## config.mk

```make
export PLATFORM = sky130hd
export DESIGN_NAME = spi_flash_cmd_engine
export DESIGN_NICKNAME = d
export VERILOG_FILES = /design/src/rtl/spi_flash_pkg.sv /design/src/rtl/spi_flash_sck_gen.sv /design/src/rtl/spi_flash_cmd_engine.sv
export SDC_FILE = /design/constraint.sdc
export NUM_CORES = 1
export LEC_CHECK = 0
export BUFFER_PORTS_ARGS = -buffer_cell sky130_fd_sc_hd__buf_2
export CAP_MARGIN = 10
export CORE_UTILIZATION = 49
export CTS_CLUSTER_SIZE = 14
export DETAILED_ROUTE_END_ITERATION = 8
export PLACE_DENSITY = 0.71
export RECOVER_POWER = 50
export SLEW_MARGIN = 20
export SYNTH_ARGS = -nofsm -noshare
export SYNTH_HDL_FRONTEND = slang
export SYNTH_SLANG_ARGS = --single-unit
```

## constraint.sdc

```tcl
create_clock -name spi_clk -period 3.25 [get_ports spi_clk]
set_clock_uncertainty 0.2 [all_clocks]
set_input_delay 0.325 -clock spi_clk [delete_from_list [all_inputs] [get_ports spi_clk]]
set_output_delay 0.325 -clock spi_clk [all_outputs]
set_load 0.005 [all_outputs]
```

## src/rtl/spi_flash_pkg.sv

```systemverilog
// spi_flash_pkg: definitions shared by the SPI flash controller slice.
//   - flash opcode constants
//   - command engine state encoding
//   - controller state encoding (shared with the controller FSM)
//   - divider counter width and a TX bit-count helper
package spi_flash_pkg;

  // Flash opcodes
  localparam logic [7:0] OP_READ      = 8'h03;
  localparam logic [7:0] OP_FAST_READ = 8'h0B;
  localparam logic [7:0] OP_RDSR      = 8'h05;
  localparam logic [7:0] OP_WREN      = 8'h06;
  localparam logic [7:0] OP_PP        = 8'h02;
  localparam logic [7:0] OP_SE        = 8'h20;

  // Width of the sck divider and chip-select timing counters
  localparam int DIV_CNT_W = 8;

  // Command engine states
  typedef enum logic [2:0] {
    ENG_IDLE     = 3'd0,
    ENG_CS_SETUP = 3'd1,
    ENG_TX       = 3'd2,
    ENG_RX       = 3'd3,
    ENG_CS_HOLD  = 3'd4,
    ENG_DONE     = 3'd5
  } eng_state_e;

  // Controller states (owned by the controller FSM, shared encoding)
  typedef enum logic [2:0] {
    CTRL_IDLE           = 3'd0,
    CTRL_SEND_CODE_ADDR = 3'd1,
    CTRL_READ_WAIT      = 3'd2,
    CTRL_WRITE_DATA     = 3'd3,
    CTRL_FINISH_DONE    = 3'd4
  } ctrl_state_e;

  // Index of the last TX bit: opcode only, or opcode plus 24-bit address
  function automatic logic [4:0] tx_last_bit(input logic addr_en);
    return addr_en ? 5'd31 : 5'd7;
  endfunction

endpackage

```

## src/rtl/spi_flash_sck_gen.sv

```systemverilog
// spi_flash_sck_gen: mode-0 serial clock generator.
// While en is high, sck spends CLK_DIV cycles low then CLK_DIV cycles high
// per bit, starting with a low phase. While en is low, sck is held low and
// the divider is cleared so the next enable starts a fresh low phase.
// Ports:
//   spi_clk   in   system clock
//   spi_reset in   asynchronous active-high reset
//   en        in   run the divider (engine in TX or RX)
//   sck       out  registered serial clock
//   rise_en   out  this cycle's clock edge drives sck 0->1
//   fall_en   out  this cycle's clock edge drives sck 1->0
module spi_flash_sck_gen
  import spi_flash_pkg::*;
#(
  parameter int CLK_DIV = 2
) (
  input  logic spi_clk,
  input  logic spi_reset,
  input  logic en,
  output logic sck,
  output logic rise_en,
  output logic fall_en
);

  localparam logic [DIV_CNT_W-1:0] DIV_LAST = DIV_CNT_W'(CLK_DIV - 1);
  localparam logic [DIV_CNT_W-1:0] DIV_ONE  = DIV_CNT_W'(1);

  logic [DIV_CNT_W-1:0] div_cnt_r;
  logic                 sck_r;
  logic                 phase_end_s;

  assign phase_end_s = en && (div_cnt_r == DIV_LAST);
  assign rise_en     = phase_end_s && !sck_r;
  assign fall_en     = phase_end_s && sck_r;
  assign sck         = sck_r;

  // Divider counter and sck phase register
  always_ff @(posedge spi_clk or posedge spi_reset) begin
    if (spi_reset) begin
      div_cnt_r <= '0;
      sck_r     <= 1'b0;
    end else if (!en) begin
      div_cnt_r <= '0;
      sck_r     <= 1'b0;
    end else if (phase_end_s) begin
      div_cnt_r <= '0;
      sck_r     <= !sck_r;
    end else begin
      div_cnt_r <= div_cnt_r + DIV_ONE;
    end
  end

endmodule

```

## src/rtl/spi_flash_cmd_engine.sv

```systemverilog
// spi_flash_cmd_engine: byte-level SPI master for the flash controller.
// Sends an opcode (plus optional 24-bit address) MSB first, then reads
// cmd_rlen bytes, emitting one cmd_rvalid/cmd_rdata beat per byte, and
// ends every transaction with a one-cycle cmd_done pulse.
// Ports:
//   spi_clk, spi_reset           clock, asynchronous active-high reset
//   cmd_start/code/addr_en/addr/rlen   command request (sampled in IDLE)
//   cmd_busy, cmd_rvalid, cmd_rdata, cmd_done   command status / read data
//   spi_sck, spi_cs_n, spi_mosi, spi_miso       SPI mode-0 bus
module spi_flash_cmd_engine
  import spi_flash_pkg::*;
#(
  parameter int CLK_DIV  = 2,
  parameter int CS_SETUP = 2,
  parameter int CS_HOLD  = 2,
  parameter int RLEN_W   = 3
) (
  input  logic              spi_clk,
  input  logic              spi_reset,
  input  logic              cmd_start,
  input  logic [7:0]        cmd_code,
  input  logic              cmd_addr_en,
  input  logic [23:0]       cmd_addr,
  input  logic [RLEN_W-1:0] cmd_rlen,
  output logic              cmd_busy,
  output logic              cmd_rvalid,
  output logic [7:0]        cmd_rdata,
  output logic              cmd_done,
  output logic              spi_sck,
  output logic              spi_cs_n,
  output logic              spi_mosi,
  input  logic              spi_miso
);

  localparam logic [DIV_CNT_W-1:0] SETUP_LAST = DIV_CNT_W'(CS_SETUP - 1);
  localparam logic [DIV_CNT_W-1:0] HOLD_LAST  = DIV_CNT_W'(CS_HOLD - 1);
  localparam logic [DIV_CNT_W-1:0] CS_ONE     = DIV_CNT_W'(1);
  localparam logic [RLEN_W-1:0]    RLEN_ONE   = RLEN_W'(1);

  eng_state_e           state_r, state_next_s;
  logic [30:0]          tx_sr_r;      // remaining TX bits; bit 30 is the next one out
  logic                 addr_en_r;
  logic [RLEN_W-1:0]    rlen_r;
  logic [4:0]           bit_cnt_r;
  logic [RLEN_W-1:0]    byte_cnt_r;
  logic [DIV_CNT_W-1:0] cs_cnt_r;
  logic [6:0]           rx_sr_r;      // first seven bits of the byte in flight
  logic                 cs_n_r, busy_r, done_r, mosi_r, rvalid_r;
  logic [7:0]           rdata_r;

  logic sck_en_s, rise_en_s, fall_en_s;
  logic accept_s, tx_bit_end_s, tx_end_s, rx_bit_end_s, rx_byte_s, rx_end_s;
  logic cs_active_next_s;

  assign sck_en_s     = (state_r == ENG_TX) || (state_r == ENG_RX);
  assign accept_s     = (state_r == ENG_IDLE) && cmd_start;
  assign tx_bit_end_s = (state_r == ENG_TX) && fall_en_s;
  assign tx_end_s     = tx_bit_end_s && (bit_cnt_r == tx_last_bit(addr_en_r));
  assign rx_bit_end_s = (state_r == ENG_RX) && fall_en_s;
  // 8th sample of a byte happens on the rise while bit_cnt is 7
  assign rx_byte_s    = (state_r == ENG_RX) && rise_en_s && (bit_cnt_r == 5'd7);
  // RX ends on the fall after the last byte so sck is low in CS_HOLD
  assign rx_end_s     = rx_bit_end_s && (bit_cnt_r == 5'd7) &&
                        (byte_cnt_r == (rlen_r - RLEN_ONE));

  spi_flash_sck_gen #(
    .CLK_DIV (CLK_DIV)
  ) u_sck_gen (
    .spi_clk   (spi_clk),
    .spi_reset (spi_reset),
    .en        (sck_en_s),
    .sck       (spi_sck),
    .rise_en   (rise_en_s),
    .fall_en   (fall_en_s)
  );

  // Engine state register
  always_ff @(posedge spi_clk or posedge spi_reset) begin
    if (spi_reset) begin
      state_r <= ENG_IDLE;
    end else begin
      state_r <= state_next_s;
    end
  end

  // Next-state logic and chip-select decode for the next cycle
  always_comb begin
    state_next_s = state_r;
    case (state_r)
      ENG_IDLE: begin
        if (cmd_start) state_next_s = ENG_CS_SETUP;
        else           state_next_s = ENG_IDLE;
      end
      ENG_CS_SETUP: begin
        if (cs_cnt_r == SETUP_LAST) state_next_s = ENG_TX;
        else                        state_next_s = ENG_CS_SETUP;
      end
      ENG_TX: begin
        if (tx_end_s) state_next_s = (rlen_r != '0) ? ENG_RX : ENG_CS_HOLD;
        else          state_next_s = ENG_TX;
      end
      ENG_RX: begin
        if (rx_end_s) state_next_s = ENG_CS_HOLD;
        else          state_next_s = ENG_RX;
      end
      ENG_CS_HOLD: begin
        if (cs_cnt_r == HOLD_LAST) state_next_s = ENG_DONE;
        else                       state_next_s = ENG_CS_HOLD;
      end
      ENG_DONE: state_next_s = ENG_IDLE;
      default:  state_next_s = ENG_IDLE;
    endcase
  end

  assign cs_active_next_s = (state_next_s == ENG_CS_SETUP) || (state_next_s == ENG_TX) ||
                            (state_next_s == ENG_RX) || (state_next_s == ENG_CS_HOLD);

  // Bit, byte and chip-select counters; all reload on any state change
  always_ff @(posedge spi_clk or posedge spi_reset) begin
    if (spi_reset) begin
      bit_cnt_r  <= 5'd0;
      byte_cnt_r <= '0;
      cs_cnt_r   <= '0;
    end else if (state_next_s != state_r) begin
      bit_cnt_r  <= 5'd0;
      byte_cnt_r <= '0;
      cs_cnt_r   <= '0;
    end else begin
      case (state_r)
        ENG_CS_SETUP, ENG_CS_HOLD: cs_cnt_r <= cs_cnt_r + CS_ONE;
        ENG_TX: begin
          if (tx_bit_end_s) bit_cnt_r <= bit_cnt_r + 5'd1;
        end
        ENG_RX: begin
          if (rx_bit_end_s && (bit_cnt_r == 5'd7)) begin
            bit_cnt_r  <= 5'd0;
            byte_cnt_r <= byte_cnt_r + RLEN_ONE;
          end else if (rx_bit_end_s) begin
            bit_cnt_r <= bit_cnt_r + 5'd1;
          end
        end
        default: begin
          bit_cnt_r <= bit_cnt_r;
        end
      endcase
    end
  end

  // Command latch and MOSI shifter; MOSI only moves on accept or a TX sck fall
  always_ff @(posedge spi_clk or posedge spi_reset) begin
    if (spi_reset) begin
      tx_sr_r   <= 31'd0;
      addr_en_r <= 1'b0;
      rlen_r    <= '0;
      mosi_r    <= 1'b0;
    end else if (accept_s) begin
      tx_sr_r   <= {cmd_code[6:0], (cmd_addr_en ? cmd_addr : 24'h000000)};
      addr_en_r <= cmd_addr_en;
      rlen_r    <= cmd_rlen;
      mosi_r    <= cmd_code[7];
    end else if (tx_bit_end_s) begin
      tx_sr_r   <= {tx_sr_r[29:0], 1'b0};
      mosi_r    <= tx_end_s ? 1'b0 : tx_sr_r[30];
    end
  end

  // MISO shifter and read-data beat
  always_ff @(posedge spi_clk or posedge spi_reset) begin
    if (spi_reset) begin
      rx_sr_r  <= 7'd0;
      rvalid_r <= 1'b0;
      rdata_r  <= 8'h00;
    end else begin
      rvalid_r <= rx_byte_s;
      if ((state_r == ENG_RX) && rise_en_s) rx_sr_r <= {rx_sr_r[5:0], spi_miso};
      if (rx_byte_s) rdata_r <= {rx_sr_r, spi_miso};
    end
  end

  // Registered status outputs, decoded from the state being entered
  always_ff @(posedge spi_clk or posedge spi_reset) begin
    if (spi_reset) begin
      cs_n_r <= 1'b1;
      busy_r <= 1'b0;
      done_r <= 1'b0;
    end else begin
      cs_n_r <= !cs_active_next_s;
      busy_r <= (state_next_s != ENG_IDLE);
      done_r <= (state_next_s == ENG_DONE);
    end
  end

  assign spi_cs_n   = cs_n_r;
  assign spi_mosi   = mosi_r;
  assign cmd_busy   = busy_r;
  assign cmd_done   = done_r;
  assign cmd_rvalid = rvalid_r;
  assign cmd_rdata  = rdata_r;

endmodule

```

* After elaboration in Yosys (flattened, before gate mapping)
Cells that the tools add are included.
Widths: inputs -> output; s select.
** Word-level totals
- Output and inout bits :: 14
- Flip-flop bits (word level) :: 83
- Bits of input ports :: 40
- Word-level logic and storage cells :: 95
** Cells by class
- Reduce and logical (&&, ||, !) cells :: 28
- Mux-type cells :: 28
- $add $sub $neg :: 5
- Equality and inequality tests :: 18
** Operator list (count)
- $mux 31 :: 2
- $mux 8 :: 4
- $mux 5 :: 5
- $mux 24 :: 1
- $mux 3 :: 6
- $add 8x1->8 const B :: 2
- $eq 8x1->1 const B :: 2
- $pmux 3 s5 :: 1
- $eq 3x2->1 const B :: 4
- $logic_and 1x1->1 :: 11
- $pmux 5 s2 :: 1
- $eq 3x3->1 const B :: 3
- $reduce_bool 3->1 :: 3
- $reduce_bool 2->1 :: 4
- $mux 1 :: 7
- $eq 3x1->1 const B :: 2
- $add 5x1->5 const B :: 1
- $eq 5x3->1 const B :: 1
- $eq 5x5->1 :: 1
- $logic_or 1x1->1 :: 4
- $ne 4x2->1 const B :: 1
- $add 3x1->3 const B :: 1
- $eq 3x3->1 :: 1
- $logic_not 3->1 :: 1
- 9 further kinds :: 10

* Logic depth before layout (Yosys ltp)
- Depth in word-level cells :: 14
- Depth in mapped cells :: 9
- Depth with buffers taken out :: 8

* By module
Synthesis repeated with hierarchy kept, for this count alone.
** Unflattened totals
- Cell total of the unflattened synthesis :: 395
- Area, all modules :: 4080.2 um2
** Modules (own cells, without submodules)
- spi_flash_cmd_engine :: cells an instance 348, area each 3633.5 um2, instances 1
- spi_flash_sck_gen :: cells an instance 47, area each 446.7 um2, instances 1

* Least setup slack after synthesis
OpenSTA, ideal clock, no wires.
- Path type :: reg-to-reg
- Start :: register bit_cnt_r[0]
- End :: register busy_r, in the netlist cmd_busy
- Required time :: 2.915 ns
- Period minus slack after synthesis :: 2.240 ns
- Stages on the path, launching flop included :: 7
- Library setup time :: 0.135 ns
- Path slack :: 1.010 ns
- Arrival :: 1.905 ns
- Path buffers :: 0
- Cell sequence :: dfrtp_1 -> ha_1 -> inv_2 -> or4_4 -> nor4b_2 -> o21ai_1 -> or3_4
** On the way
- Longest elaborated chain between the ends :: 6
- Elaborated cells on any way between the ends :: 9
** Ends and longest elaborated chain
- start: declaration :: line spi_flash_cmd_engine.sv:44 : logic [4:0] bit_cnt_r;
- start signal: assignment :: line spi_flash_cmd_engine.sv:132 : if (tx_bit_end_s) bit_cnt_r <= bit_cnt_r + 5'd1;
- start signal: assignment :: line spi_flash_cmd_engine.sv:139 : bit_cnt_r <= bit_cnt_r + 5'd1;
- start signal: assignment :: line spi_flash_cmd_engine.sv:143 : bit_cnt_r <= bit_cnt_r;
- $eq 5x3->1 :: line spi_flash_cmd_engine.sv:63 : assign rx_end_s = rx_bit_end_s && (bit_cnt_r == 5'd7) &&
- $logic_and 1x1->1 (2 in a row) :: line spi_flash_cmd_engine.sv:63
- $mux 3 :: line spi_flash_cmd_engine.sv:103 : if (rx_end_s) state_next_s = ENG_CS_HOLD;
- $pmux 3 s5 (*) :: line spi_flash_cmd_engine.sv:89 : case (state_r)
- $reduce_bool 3->1 (*) :: line spi_flash_cmd_engine.sv:188 : busy_r <= (state_next_s != ENG_IDLE);
- end signal: assignment :: line spi_flash_cmd_engine.sv:188
- end: declaration :: line spi_flash_cmd_engine.sv:48 : logic cs_n_r, busy_r, done_r, mosi_r, rvalid_r;
Mark *: on every way between the ends. The rest lies on a longest branch, timed or not.
A chain may end at the register's enable or synchronous reset.

* Final worst setup path
- Start :: register state_r[2]
- End :: register rdata_r[7], in the netlist cmd_rdata[7]
** On the way
- Longest elaborated chain between the ends :: 6
- Elaborated cells on any way between the ends :: 7
** Ends and longest elaborated chain
- start: declaration :: line spi_flash_cmd_engine.sv:40 : eng_state_e state_r, state_next_s;
- start signal: assignment :: line spi_flash_cmd_engine.sv:82 : state_r <= state_next_s;
- $eq 3x2->1, on equally long branches :: line spi_flash_cmd_engine.sv:55, spi_flash_cmd_engine.sv:61
- $logic_or 1x1->1 :: line spi_flash_cmd_engine.sv:55 : assign sck_en_s = (state_r == ENG_TX) || (state_r == ENG_RX);
- $logic_and 1x1->1 :: line spi_flash_sck_gen.sv:32 : assign phase_end_s = en && (div_cnt_r == DIV_LAST);
- $logic_and 1x1->1 :: line spi_flash_sck_gen.sv:33 : assign rise_en = phase_end_s && !sck_r;
- $logic_and 1x1->1 (*) (2 in a row) :: line spi_flash_cmd_engine.sv:61 : assign rx_byte_s = (state_r == ENG_RX) && rise_en_s && (bit_cnt_r == 5'd7);
- via rx_byte_s :: line spi_flash_cmd_engine.sv:52 : logic accept_s, tx_bit_end_s, tx_end_s, rx_bit_end_s, rx_byte_s, rx_end_s;
- end signal: assignment :: line spi_flash_cmd_engine.sv:176 : if (rx_byte_s) rdata_r <= {rx_sr_r, spi_miso};
- end: declaration :: line spi_flash_cmd_engine.sv:49 : logic [7:0] rdata_r;
Mark *: on every way through the listed nets, which the timed path passes. The rest lies on a longest branch.

==> run metrics <==
outcome=finished with violations; failing checks=capacitance limit, slew limit; setup bufs post-CTS=0; CP required=3.28 ns; Tcrit/Tclk final=78.0%; total power=3.39 mW; DRC Markers=0; #FFs+latches synth=83; maxcap violations=1; Post-DRT Antenna Nets=0; switching share of power=approximately 36%; die height=93.2 um; WP data arrival=2.57 ns; post-synth cell types=50; fin crit period=2.54 ns; Mapped Area=just over 4000 um^2; final slew viol count=53; crit end category=flip-flop; FMAX=0.394 GHz; Total Routing Usage GR=20.1%; Core ar.=7890 um^2; first-pass GRT wire length=13.6 mm; drt total wl=8.15 mm; grt ovf=0; clock power share=20.5%; Longest Clk Path Bufs=2; largest net degree at the start of global routing=71; Vias/cell=5.38; Leakage Power=2.35 nW; CTS H-tree depth=3; Hold Path End=tx_sr_r[0]$_DFFE_PP0P_; Worst Path Max Fanout=11; dpl hpwl=about 5.3 mm; ys async rst share=100%; CTS Sinks=83; port bufs=53; num ports=54; Synth Flop Type=dfrtp_1; CP Launch Type=flip-flop; combinational share of power=between 30% and 40%; nets@finish=499; Chip Width=93.2 um; Die ar.=8680 um^2; Synth top area share=50.4%; part of the power in registers=47.3%; number of buffers created by CTS=9; First DRT Iteration DRCs=124; worst r2r path cells=4; DR pass1 iterations=4; WHS Path Cells=3; GP Congestion=0.816; HP Class=input pin to flip-flop; YS warnings=0; Synthesized Nets=425; Slew @ Worst Pin=roughly 1.9 ns; Clock Tree Root=clkbuf_8; WS Path Type=flip-flop to flip-flop; WL per Instance=14.6 um; layout cells sized above 1=21.9%; RR Endpoint=cmd_rdata[7]$_DFFE_PP0P_; Post-synth EDFFs=0; initial antenna violation count=0; Final Hold Viols=0; vias in the first global route=between 2k and 3k; area grow syn2layout=19.1%; Clk Latency, worst-skew pair=about 0.35 ns; Rows=32; Clock Pin Slew Worst Setup and Hold Paths=0.09 ns; CTS tree=built; Post-CTS Resized=0; DR vias=3003; Critical path origin=state_r[2]$_DFF_PP0_; hold path startpoint=cmd_addr[0]; Reg2Reg Setup Slack=around 0.7 ns; Net Sw Power=1.22 mW; Worst IR Drop VDD=0.000320 V; PD cells=698 nW/um^2; post-synthesis sequential area ratio=51.0%; RR Startpoint=state_r[2]$_DFF_PP0_; area leader, netlist=dfrtp_1; ANT cells=0; Worst slew margin=-27.0%; Post-Synthesis Cells=between 300 and 400; Synth Area per Inst=10.8 um^2; Int Pwr=approximately 2.2 mW; synth top area cells=dfrtp_1, mux2i_1, mux2_2, o21ai_0, nand3_1; Finish-stage setup viols=0; setup TNS=0 ns; Initial Util=approximately 52%; unrepaired setup endpoints after global routing=false
-- worst max-delay path by stage --
stage                                          end  cells after the start
after floorplan              addr_en_r$_DFFE_PP0P_                      1
after global placement    cmd_rdata[0]$_DFFE_PP0P_                      4
after detailed placement  cmd_rdata[7]$_DFFE_PP0P_                      4
after CTS                 cmd_rdata[7]$_DFFE_PP0P_                      4
after global routing            spi_cs_n$_DFF_PP1_                      4
final                     cmd_rdata[7]$_DFFE_PP0P_                      4
-- stage by stage --
stage,instances,setup slack [ns],util (%),hold slack (ns),area (um^2)
after detailed placement,516,0.732,56.1,0.291,4420
after global routing,558,0.339,61.5,0.00359,4850
final,558,0.715,61.5,0.00846,4850
after CTS,558,0.724,61.7,0.00304,4870
after floorplan,377,0.590,-,0.242,4070
after global placement,516,0.798,56.1,0.279,4420
-- critical path, cell delays in order, from the launching register on --
cell	delay, ns
dfrtp_1	0.51
nor2b_1	0.43
nand2_1	0.24
nor4_4	0.63
mux2_2	0.40
-- metal layers --
metal,up-vias,routed length [um],part of all wire (%),GRT usage [%]
met4,0,144,1.8,8.46
met3,14,267,3.3,4.31
met2,57,3850,47,31.3
met1,1449,3890,48,27.3
li1,1483,-,-,-
met5,-,0,0,0
-- power groups by stage --
stage                     Sequential (mW)  Clock (mW)  Combinational (mW)
after floorplan                      1.53           0               0.900
after global placement               1.60           0                1.04
after detailed placement             1.62           0                1.07
after CTS                            1.60       0.721                1.10
after global routing                 1.64       0.758                1.22
final                                1.60       0.694                1.09
-- cell families after synthesis --
family                   synth area share, %
flip-flops                              51.0
adder cells (fa/ha/maj)                 2.46
AO/OA/AOI/OAI                           8.57
AND/OR/NAND/NOR                         17.5
XOR/XNOR                                4.88
multiplexers                            12.6
buffers and inverters                   2.98
-- cell usage in the layout, fill, tap and decap left out, types with 5 or more instances in the layout --
master / Yosys / layout
dfrtp_1: 82 / 82
buf_2: 8 / 46
o21ai_0: 37 / 37
nand3_1: 35 / 35
nor2_1: 34 / 34
mux2i_1: 31 / 31
dlygate4sd3_1: 0 / 26
nand2_1: 23 / 23
mux2_2: 18 / 18
xor2_1: 10 / 10
xnor2_1: 10 / 10
clkbuf_8: 0 / 10
ha_1: 8 / 8
nor3_1: 7 / 7
inv_1: 7 / 7
clkbuf_1: 11 / 7
buf_4: 0 / 5
-- synthesized netlist by cell type (all sizes together) (3+ instances only) --
library cell	instances
dfrtp	82
o21ai	40
nand3	35
nor2	34
mux2i	31
nand2	23
mux2	18
clkbuf	13
xnor2	10
xor2	10
buf	8
ha	8
inv	8
nor3	7
nor4b	6
nand4	5
a21oi	4
and3	3
nor4	3
-- final cells by class --
| cell class | count | area, um^2 |
|---|---|---|
| Multi-Input combinational cell | 265 | 1880 |
| Clock buffer | 10 | 138 |
| Clock inverter | 6 | 47.5 |
| Sequential cell | 83 | 2080 |
| Inverter | 8 | 30.0 |
| Fill cell | 679 | 3040 |
| Timing Repair Buffer | 84 | 554 |
| Tap cell | 102 | 128 |
-- sequential cells by signal, indices dropped and copies added (netlist names) --
signal and flops:
state_r 3, rlen_r 3, bit_cnt_r 5, cmd_busy 1, spi_cs_n 1, byte_cnt_r 3, u_sck_gen.sck 1, cs_cnt_r 8
cmd_rdata 8, tx_sr_r 31, cmd_rvalid 1, u_sck_gen.div_cnt_r 8, cmd_done 1, rx_sr_r 7, addr_en_r 1, spi_mosi 1
-- timing repair --
action,CTS,global route
setup endpoints to repair,0,0
hold endpoints to repair,75,0
hold buffers,26,0
(Power assumes the default switching activity.)
